===== src/rtl/pipe_mem_arbiter_if.sv =====
// Bundle of fetch, data and shared-memory handshake signals around the arbiter.
// slave is the arbiter's view; master is the pipeline/memory side that drives requests and acks.
interface pipe_mem_arbiter_if;
    logic        if_req_i;
    logic [31:0] if_addr_i;
    logic        if_ready_o;
    logic [31:0] if_rdata_o;
    logic        dm_read_i;
    logic        dm_write_i;
    logic [31:0] dm_addr_i;
    logic [31:0] dm_wdata_i;
    logic        dm_ready_o;
    logic [31:0] dm_rdata_o;
    logic        mem_req_o;
    logic        mem_we_o;
    logic [31:0] mem_addr_o;
    logic [31:0] mem_wdata_o;
    logic        mem_ack_i;
    logic [31:0] mem_rdata_i;
    logic        stall_o;
    logic        err_o;

    modport slave (
        input  if_req_i, if_addr_i, dm_read_i, dm_write_i, dm_addr_i, dm_wdata_i,
               mem_ack_i, mem_rdata_i,
        output if_ready_o, if_rdata_o, dm_ready_o, dm_rdata_o,
               mem_req_o, mem_we_o, mem_addr_o, mem_wdata_o, stall_o, err_o
    );

    modport master (
        output if_req_i, if_addr_i, dm_read_i, dm_write_i, dm_addr_i, dm_wdata_i,
               mem_ack_i, mem_rdata_i,
        input  if_ready_o, if_rdata_o, dm_ready_o, dm_rdata_o,
               mem_req_o, mem_we_o, mem_addr_o, mem_wdata_o, stall_o, err_o
    );
endinterface


===== src/rtl/pipe_mem_arbiter.sv =====
// Arbitrates fetch and data ports onto one memory, with fetch anti-starvation and a timeout.
// Latency: grant edge, >=1 BUSY cycle until ack/timeout, ready pulse the edge after.
// Backpressure: requesters hold until their ready pulse; stall_o freezes the pipe meanwhile.
module pipe_mem_arbiter #(
    parameter int TIMEOUT       = 16,
    parameter int MAX_DM_STREAK = 4
) (
    input  logic clk_i,
    input  logic rst_i,
    pipe_mem_arbiter_if.slave bus
);
    localparam int SW = $clog2(MAX_DM_STREAK + 1);
    localparam int WW = (TIMEOUT > 1) ? $clog2(TIMEOUT) : 1;
    localparam logic [SW-1:0] STREAK_MAX = SW'(MAX_DM_STREAK);
    localparam logic [WW-1:0] WAIT_LAST  = WW'(TIMEOUT - 1);

    typedef enum logic [1:0] {IDLE, IF_BUSY, DM_BUSY} state_t;

    state_t        state_q, state_d;
    logic [SW-1:0] streak_q, streak_d;
    logic [WW-1:0] wait_q, wait_d;
    logic          mem_req_q, mem_req_d;
    logic          mem_we_q, mem_we_d;
    logic [31:0]   mem_addr_q, mem_addr_d;
    logic [31:0]   mem_wdata_q, mem_wdata_d;
    logic          if_ready_q, if_ready_d;
    logic          dm_ready_q, dm_ready_d;
    logic [31:0]   if_rdata_q, if_rdata_d;
    logic [31:0]   dm_rdata_q, dm_rdata_d;
    logic          err_q, err_d;
    logic          dm_req;
    logic          finish;
    logic [31:0]   fin_rdata;

    assign dm_req = bus.dm_read_i | bus.dm_write_i;

    always_ff @(posedge clk_i or negedge rst_i) begin
        if (!rst_i) begin
            state_q     <= IDLE;
            streak_q    <= '0;
            wait_q      <= '0;
            mem_req_q   <= 1'b0;
            mem_we_q    <= 1'b0;
            mem_addr_q  <= '0;
            mem_wdata_q <= '0;
            if_ready_q  <= 1'b0;
            dm_ready_q  <= 1'b0;
            if_rdata_q  <= '0;
            dm_rdata_q  <= '0;
            err_q       <= 1'b0;
        end else begin
            state_q     <= state_d;
            streak_q    <= streak_d;
            wait_q      <= wait_d;
            mem_req_q   <= mem_req_d;
            mem_we_q    <= mem_we_d;
            mem_addr_q  <= mem_addr_d;
            mem_wdata_q <= mem_wdata_d;
            if_ready_q  <= if_ready_d;
            dm_ready_q  <= dm_ready_d;
            if_rdata_q  <= if_rdata_d;
            dm_rdata_q  <= dm_rdata_d;
            err_q       <= err_d;
        end
    end

    always_comb begin
        state_d     = state_q;
        streak_d    = streak_q;
        wait_d      = wait_q;
        mem_req_d   = mem_req_q;
        mem_we_d    = mem_we_q;
        mem_addr_d  = mem_addr_q;
        mem_wdata_d = mem_wdata_q;
        if_ready_d  = 1'b0;
        dm_ready_d  = 1'b0;
        if_rdata_d  = if_rdata_q;
        dm_rdata_d  = dm_rdata_q;
        err_d       = err_q;
        finish      = 1'b0;
        fin_rdata   = '0;

        case (state_q)
            IDLE: begin
                // The finishing requester still holds its request during the ready cycle,
                // so no grant is made until that pulse has gone.
                if (!if_ready_q && !dm_ready_q) begin
                    if (bus.if_req_i && (!dm_req || streak_q == STREAK_MAX)) begin
                        state_d     = IF_BUSY;
                        mem_req_d   = 1'b1;
                        mem_we_d    = 1'b0;
                        mem_addr_d  = bus.if_addr_i;
                        mem_wdata_d = '0;
                        streak_d    = '0;
                        wait_d      = '0;
                    end else if (dm_req) begin
                        state_d     = DM_BUSY;
                        mem_req_d   = 1'b1;
                        mem_we_d    = bus.dm_write_i;
                        mem_addr_d  = bus.dm_addr_i;
                        mem_wdata_d = bus.dm_wdata_i;
                        streak_d    = (streak_q == STREAK_MAX) ? streak_q : streak_q + 1'b1;
                        wait_d      = '0;
                    end
                end
            end
            IF_BUSY, DM_BUSY: begin
                if (bus.mem_ack_i) begin
                    finish    = 1'b1;
                    fin_rdata = bus.mem_rdata_i;
                end else if (wait_q == WAIT_LAST) begin
                    finish    = 1'b1;
                    err_d     = 1'b1;
                    fin_rdata = '0;
                end else begin
                    wait_d = wait_q + 1'b1;
                end
            end
            default: state_d = IDLE;
        endcase

        if (finish) begin
            state_d   = IDLE;
            mem_req_d = 1'b0;
            if (state_q == IF_BUSY) begin
                if_ready_d = 1'b1;
                if_rdata_d = fin_rdata;
            end else begin
                dm_ready_d = 1'b1;
                // A completed store leaves load data alone; an aborted access returns zero.
                if (!mem_we_q || !bus.mem_ack_i) dm_rdata_d = fin_rdata;
            end
        end
    end

    assign bus.mem_req_o   = mem_req_q;
    assign bus.mem_we_o    = mem_we_q;
    assign bus.mem_addr_o  = mem_addr_q;
    assign bus.mem_wdata_o = mem_wdata_q;
    assign bus.if_ready_o  = if_ready_q;
    assign bus.if_rdata_o  = if_rdata_q;
    assign bus.dm_ready_o  = dm_ready_q;
    assign bus.dm_rdata_o  = dm_rdata_q;
    assign bus.err_o       = err_q;
    assign bus.stall_o     = (bus.if_req_i & ~if_ready_q) | (dm_req & ~dm_ready_q);
endmodule


===== src/flat_wrapper.sv =====
// flat-port wrapper written by rule: the top's interface ports become plain ports
module pipe_mem_arbiter_flat 
#(
    parameter int TIMEOUT       = 16,
    parameter int MAX_DM_STREAK = 4
)
  (clk_i, rst_i, bus_if_req_i, bus_if_addr_i, bus_dm_read_i, bus_dm_write_i, bus_dm_addr_i, bus_dm_wdata_i, bus_mem_ack_i, bus_mem_rdata_i, bus_if_ready_o, bus_if_rdata_o, bus_dm_ready_o, bus_dm_rdata_o, bus_mem_req_o, bus_mem_we_o, bus_mem_addr_o, bus_mem_wdata_o, bus_stall_o, bus_err_o);
  pipe_mem_arbiter_if bus_i ();
  input  logic clk_i;
  input  logic rst_i;
  input wire logic [$bits(bus_i.if_req_i)-1:0] bus_if_req_i;
  input wire logic [$bits(bus_i.if_addr_i)-1:0] bus_if_addr_i;
  input wire logic [$bits(bus_i.dm_read_i)-1:0] bus_dm_read_i;
  input wire logic [$bits(bus_i.dm_write_i)-1:0] bus_dm_write_i;
  input wire logic [$bits(bus_i.dm_addr_i)-1:0] bus_dm_addr_i;
  input wire logic [$bits(bus_i.dm_wdata_i)-1:0] bus_dm_wdata_i;
  input wire logic [$bits(bus_i.mem_ack_i)-1:0] bus_mem_ack_i;
  input wire logic [$bits(bus_i.mem_rdata_i)-1:0] bus_mem_rdata_i;
  output wire logic [$bits(bus_i.if_ready_o)-1:0] bus_if_ready_o;
  output wire logic [$bits(bus_i.if_rdata_o)-1:0] bus_if_rdata_o;
  output wire logic [$bits(bus_i.dm_ready_o)-1:0] bus_dm_ready_o;
  output wire logic [$bits(bus_i.dm_rdata_o)-1:0] bus_dm_rdata_o;
  output wire logic [$bits(bus_i.mem_req_o)-1:0] bus_mem_req_o;
  output wire logic [$bits(bus_i.mem_we_o)-1:0] bus_mem_we_o;
  output wire logic [$bits(bus_i.mem_addr_o)-1:0] bus_mem_addr_o;
  output wire logic [$bits(bus_i.mem_wdata_o)-1:0] bus_mem_wdata_o;
  output wire logic [$bits(bus_i.stall_o)-1:0] bus_stall_o;
  output wire logic [$bits(bus_i.err_o)-1:0] bus_err_o;
  assign bus_i.if_req_i = bus_if_req_i;
  assign bus_i.if_addr_i = bus_if_addr_i;
  assign bus_i.dm_read_i = bus_dm_read_i;
  assign bus_i.dm_write_i = bus_dm_write_i;
  assign bus_i.dm_addr_i = bus_dm_addr_i;
  assign bus_i.dm_wdata_i = bus_dm_wdata_i;
  assign bus_i.mem_ack_i = bus_mem_ack_i;
  assign bus_i.mem_rdata_i = bus_mem_rdata_i;
  assign bus_if_ready_o = bus_i.if_ready_o;
  assign bus_if_rdata_o = bus_i.if_rdata_o;
  assign bus_dm_ready_o = bus_i.dm_ready_o;
  assign bus_dm_rdata_o = bus_i.dm_rdata_o;
  assign bus_mem_req_o = bus_i.mem_req_o;
  assign bus_mem_we_o = bus_i.mem_we_o;
  assign bus_mem_addr_o = bus_i.mem_addr_o;
  assign bus_mem_wdata_o = bus_i.mem_wdata_o;
  assign bus_stall_o = bus_i.stall_o;
  assign bus_err_o = bus_i.err_o;
  pipe_mem_arbiter #(.TIMEOUT(TIMEOUT), .MAX_DM_STREAK(MAX_DM_STREAK)) u_core (.clk_i(clk_i), .rst_i(rst_i), .bus(bus_i));
endmodule

===== config.mk =====
export PLATFORM = sky130hd
export DESIGN_NAME = pipe_mem_arbiter_flat
export DESIGN_NICKNAME = d
export VERILOG_FILES = /design/src/rtl/pipe_mem_arbiter_if.sv /design/src/rtl/pipe_mem_arbiter.sv /design/src/flat_wrapper.sv
export SDC_FILE = /design/constraint.sdc
export NUM_CORES = 1
export LEC_CHECK = 0
export CAP_MARGIN = 10
export CORE_ASPECT_RATIO = 2
export CORE_MARGIN = 2
export CORE_UTILIZATION = 40
export CTS_CLUSTER_DIAMETER = 100
export DETAILED_ROUTE_END_ITERATION = 8
export HOLD_SLACK_MARGIN = 0.12
export MAX_ROUTING_LAYER = met4
export PLACE_DENSITY = 0.79
export SLEW_MARGIN = 0
export SYNTH_ARGS = -nofsm -noshare
export SYNTH_HDL_FRONTEND = slang
export SYNTH_SLANG_ARGS = --single-unit

===== constraint.sdc =====
create_clock -name clk_i -period 4 [get_ports clk_i]
set_clock_uncertainty 0.05 [all_clocks]
set_input_delay 0.8 -clock clk_i [delete_from_list [all_inputs] [get_ports clk_i]]
set_output_delay 0.8 -clock clk_i [all_outputs]
set_load 0.02 [all_outputs]

==> impl_metrics.yaml <==
floorplanning:
  die_area_sq_um: 15100
  core_area_sq_um: 13810
  die_h_um: 171.8
  start_util_pct: 40.77
  rows: 61
  die_width_um: 87.90
  ios: 268
outcome:
  status: "finished clean"
synthesis:
  synth_nets: 577
  synth.largest_area_cell: "dfrtp_1"
  netlist_instances: 438
  synth_top_area_share_pct: 63.10
  ys_ff_latch: 142
  synth_warnings: 0
  synth_area_per_cell_sq_um: 12.86
  ys_types: 37
  synth_area_sq_um: 5632
  synth.top_cells.by_area: "dfrtp_1, a22o_1, mux2i_1, o21ai_0, nand2_1"
  ys_seq_area_share_pct: 63.10
layout:
  final_net_count: 841
  syn2layout_area_growth_pct: 60.96
  insertedDiodeCount: 0
  post-route-cell-area_sq_um: 9065
  seq_area_sq_um: 3553
  layout_common_cells: "clkdlybuf4s50_1, dfrtp_1, a22o_1"
  final_util_pct: 65.62
  final_layout_size_suffix_gt1_share_pct: 6.853
  n_fill_cell: 1020
  multi_input_area_sq_um: 1916
  final_common_cell: "clkdlybuf4s50_1"
placement:
  gp_congestion: 0.8271
  pre_cts_ws_ns: 0.1027
  portBuffers: 267
  placedInstanceArea_sq_um: 8493
  hpwl_um: 12260
setup_path:
  reg2reg_slack_ns: 0.45
  crit_start: "u_core.state_q[0]"
  slowest_delay_ns: 0.98
  crit_fanout: 32
  critPathKind: "reg -> reg"
  cp-start-kind: "flip-flop"
  crit_required_ns: 4.23
  arrival_ns: 3.78
  cp_slowest_cell: "nand2_1"
  r2r_start: "u_core.state_q[0]"
  crit_path_end_kind: "flip-flop"
  timing.rr.end: "u_core.bus.dm_rdata_o[6]"
  r2r_cells: 6
  worstPathCellList: "inv_1 > ha_1 > inv_2 > nor3_2 > nand2_1 > a32o_1"
  crit_end: "u_core.bus.dm_rdata_o[6]"
timing:
  post-route-min-period_ns: 3.549
  fin_ws_ns: 0.4515
  rsz0062_at_grt: "false"
  report.final.slew_viol_count: 0
  finalCritPeriodShare_pct: 88.71
  fmax_ghz: 0.2818
  setup_viol: 0
  worstMarginPinSlew_ns: 1.133
  slew-limit-headroom_pct: 24.26
  finalHoldViolCount: 0
  finalSetupTns_ns: 0
power_and_ir_drop:
  ir_drop_v: 0.0005285
  p_leak_nw: 4.084
  powerDensity_nw_per_um2: 875.0
cts:
  cts_num_sinks: 142
  cts_resized: 0
  cts_max_level: 4
  clockBufferDepth: 2
  cts_root_buffer: "clkbuf_16"
  cts_tree: "yes"
  clk_latency_ns: 0.41
  cts_post_setup_buffers_inserted: 0
  path_clk_slew_ns: 0.07
  cts_buffers: 17
  cts_hold_buf: 0
routing:
  drc: 0
  drtIter0Drc: 176
  wirelength_um: 16810
  via_count: 4746
  routedWlPerCell_um: 18.60
  routed_via_density: 5.250
  drt.antenna.violating_nets: 0
  firstDrtPassIters: 4
grt:
  track_usage_pct: 22.65
  antenna_found_initial: 0
  grt_pass1_vias: 5141
  grt_max_degree: 82
  grt_pass1_wl_um: 25630
  grt-ovfl-total: 0
run:
  maxCapViolCount: 0
hold_path:
  hold_path_class: "in -> async"
logic make-up after synthesis:
group	Yosys count	share of synthesized area, %
buffers and inverters	41	3.088
adders and majority gates	5	1.111
DFF	142	63.10
and+or+nand+nor	62	4.977
AOI/OAI and AO/OA	153	21.42
muxes	35	6.310
sequential cells by signal, summed over array words and instances, names as in the netlist:
signal / flops
u_core.bus.mem_wdata_o: 32
u_core.streak_q: 3
u_core.state_q: 2
u_core.wait_q: 4
u_core.bus.dm_rdata_o: 32
u_core.bus.err_o: 1
u_core.bus.if_ready_o: 1
u_core.bus.mem_req_o: 1
u_core.bus.mem_addr_o: 32
u_core.bus.if_rdata_o: 32
u_core.bus.dm_ready_o: 1
u_core.bus.mem_we_o: 1
worst min-delay path by stage:
stage | end | slack [ns] | cells past startpoint
2_1_floorplan | u_core.state_q[1] | 0.41 | 1
6_report | u_core.bus.if_rdata_o[16] | 0.31 | 1
3_5_place_dp | u_core.bus.err_o | 0.41 | 2
3_3_place_gp | u_core.bus.err_o | 0.41 | 2
5_1_grt | u_core.bus.dm_rdata_o[18] | 0.34 | 1
4_1_cts | u_core.bus.if_rdata_o[15] | 0.32 | 1
layer usage:
| metal | routed length (um) | track usage, % | up-vias |
|---|---|---|---|
| met5 | 0 | - | - |
| met4 | 424 | 9.498 | 0 |
| met3 | 1000 | 4.559 | 31 |
| met2 | 9265 | 38.97 | 224 |
| met1 | 6121 | 25.13 | 2324 |
| li1 | - | - | 2167 |
critical path, delay by kind of cell (launching register included):
| kind | cells | cell delay, ns |
|---|---|---|
| flip-flops | 1 | 0.37 |
| AO/OA/AOI/OAI | 1 | 0.52 |
| adder cells (fa/ha/maj) | 1 | 0.48 |
| AND/OR/NAND/NOR | 2 | 1.85 |
| buffers and inverters | 2 | 0.15 |
layout make-up:
cell class | count | share of cell area [%]
timing repair buffer | 275 | 30.30
sequential | 142 | 39.20
tap | 189 | 2.609
clock inverter | 13 | 1.422
multi-input combinational | 255 | 21.13
inverter | 11 | 0.4555
clock buffer | 19 | 4.886
metrics by stage:
stage / total power [mW] / hold WS, ns / cells
after detailed placement: 6.431 / 0.4111 / 872
final: 7.932 / 0.3127 / 904
after global placement: 6.275 / 0.4135 / 872
after global routing: 8.348 / 0.3432 / 904
after CTS: 8.000 / 0.3230 / 904
after floorplan: 4.601 / 0.4100 / 438
report_power, final:
group / switching, mW / leakage, nW / internal (mW)
Combinational: 2.04 / 2.00 / 1.87
Clock: 0.639 / 0.275 / 0.887
Sequential: 0.399 / 1.81 / 2.10
Yosys cell counts:
master and n:
o31ai_1 1, buf_4 1, a32o_1 16, or4b_1 1
ha_1 5, o2111a_1 1, a21oi_2 1, o22a_1 1
and3_1 3, a21boi_2 1, nor3_2 2, nor2_1 6
buf_2 13, mux2_4 1, dfrtp_1 142, o22ai_1 3
a31oi_1 1, a2bb2oi_1 1, nor3_1 1, o31ai_2 1
nand2b_1 2, o2bb2ai_1 1, o221ai_1 1, clkbuf_1 16
inv_2 1, nor3b_2 1, a21oi_1 4, o21ai_0 35
nand3_1 1, a21o_1 1, inv_1 10, nand4_1 1
mux2i_1 34, o21ai_1 1, nand2_1 43, nor4_1 1
a22o_1 83
Note: power is estimated with default switching activity, not from simulation.
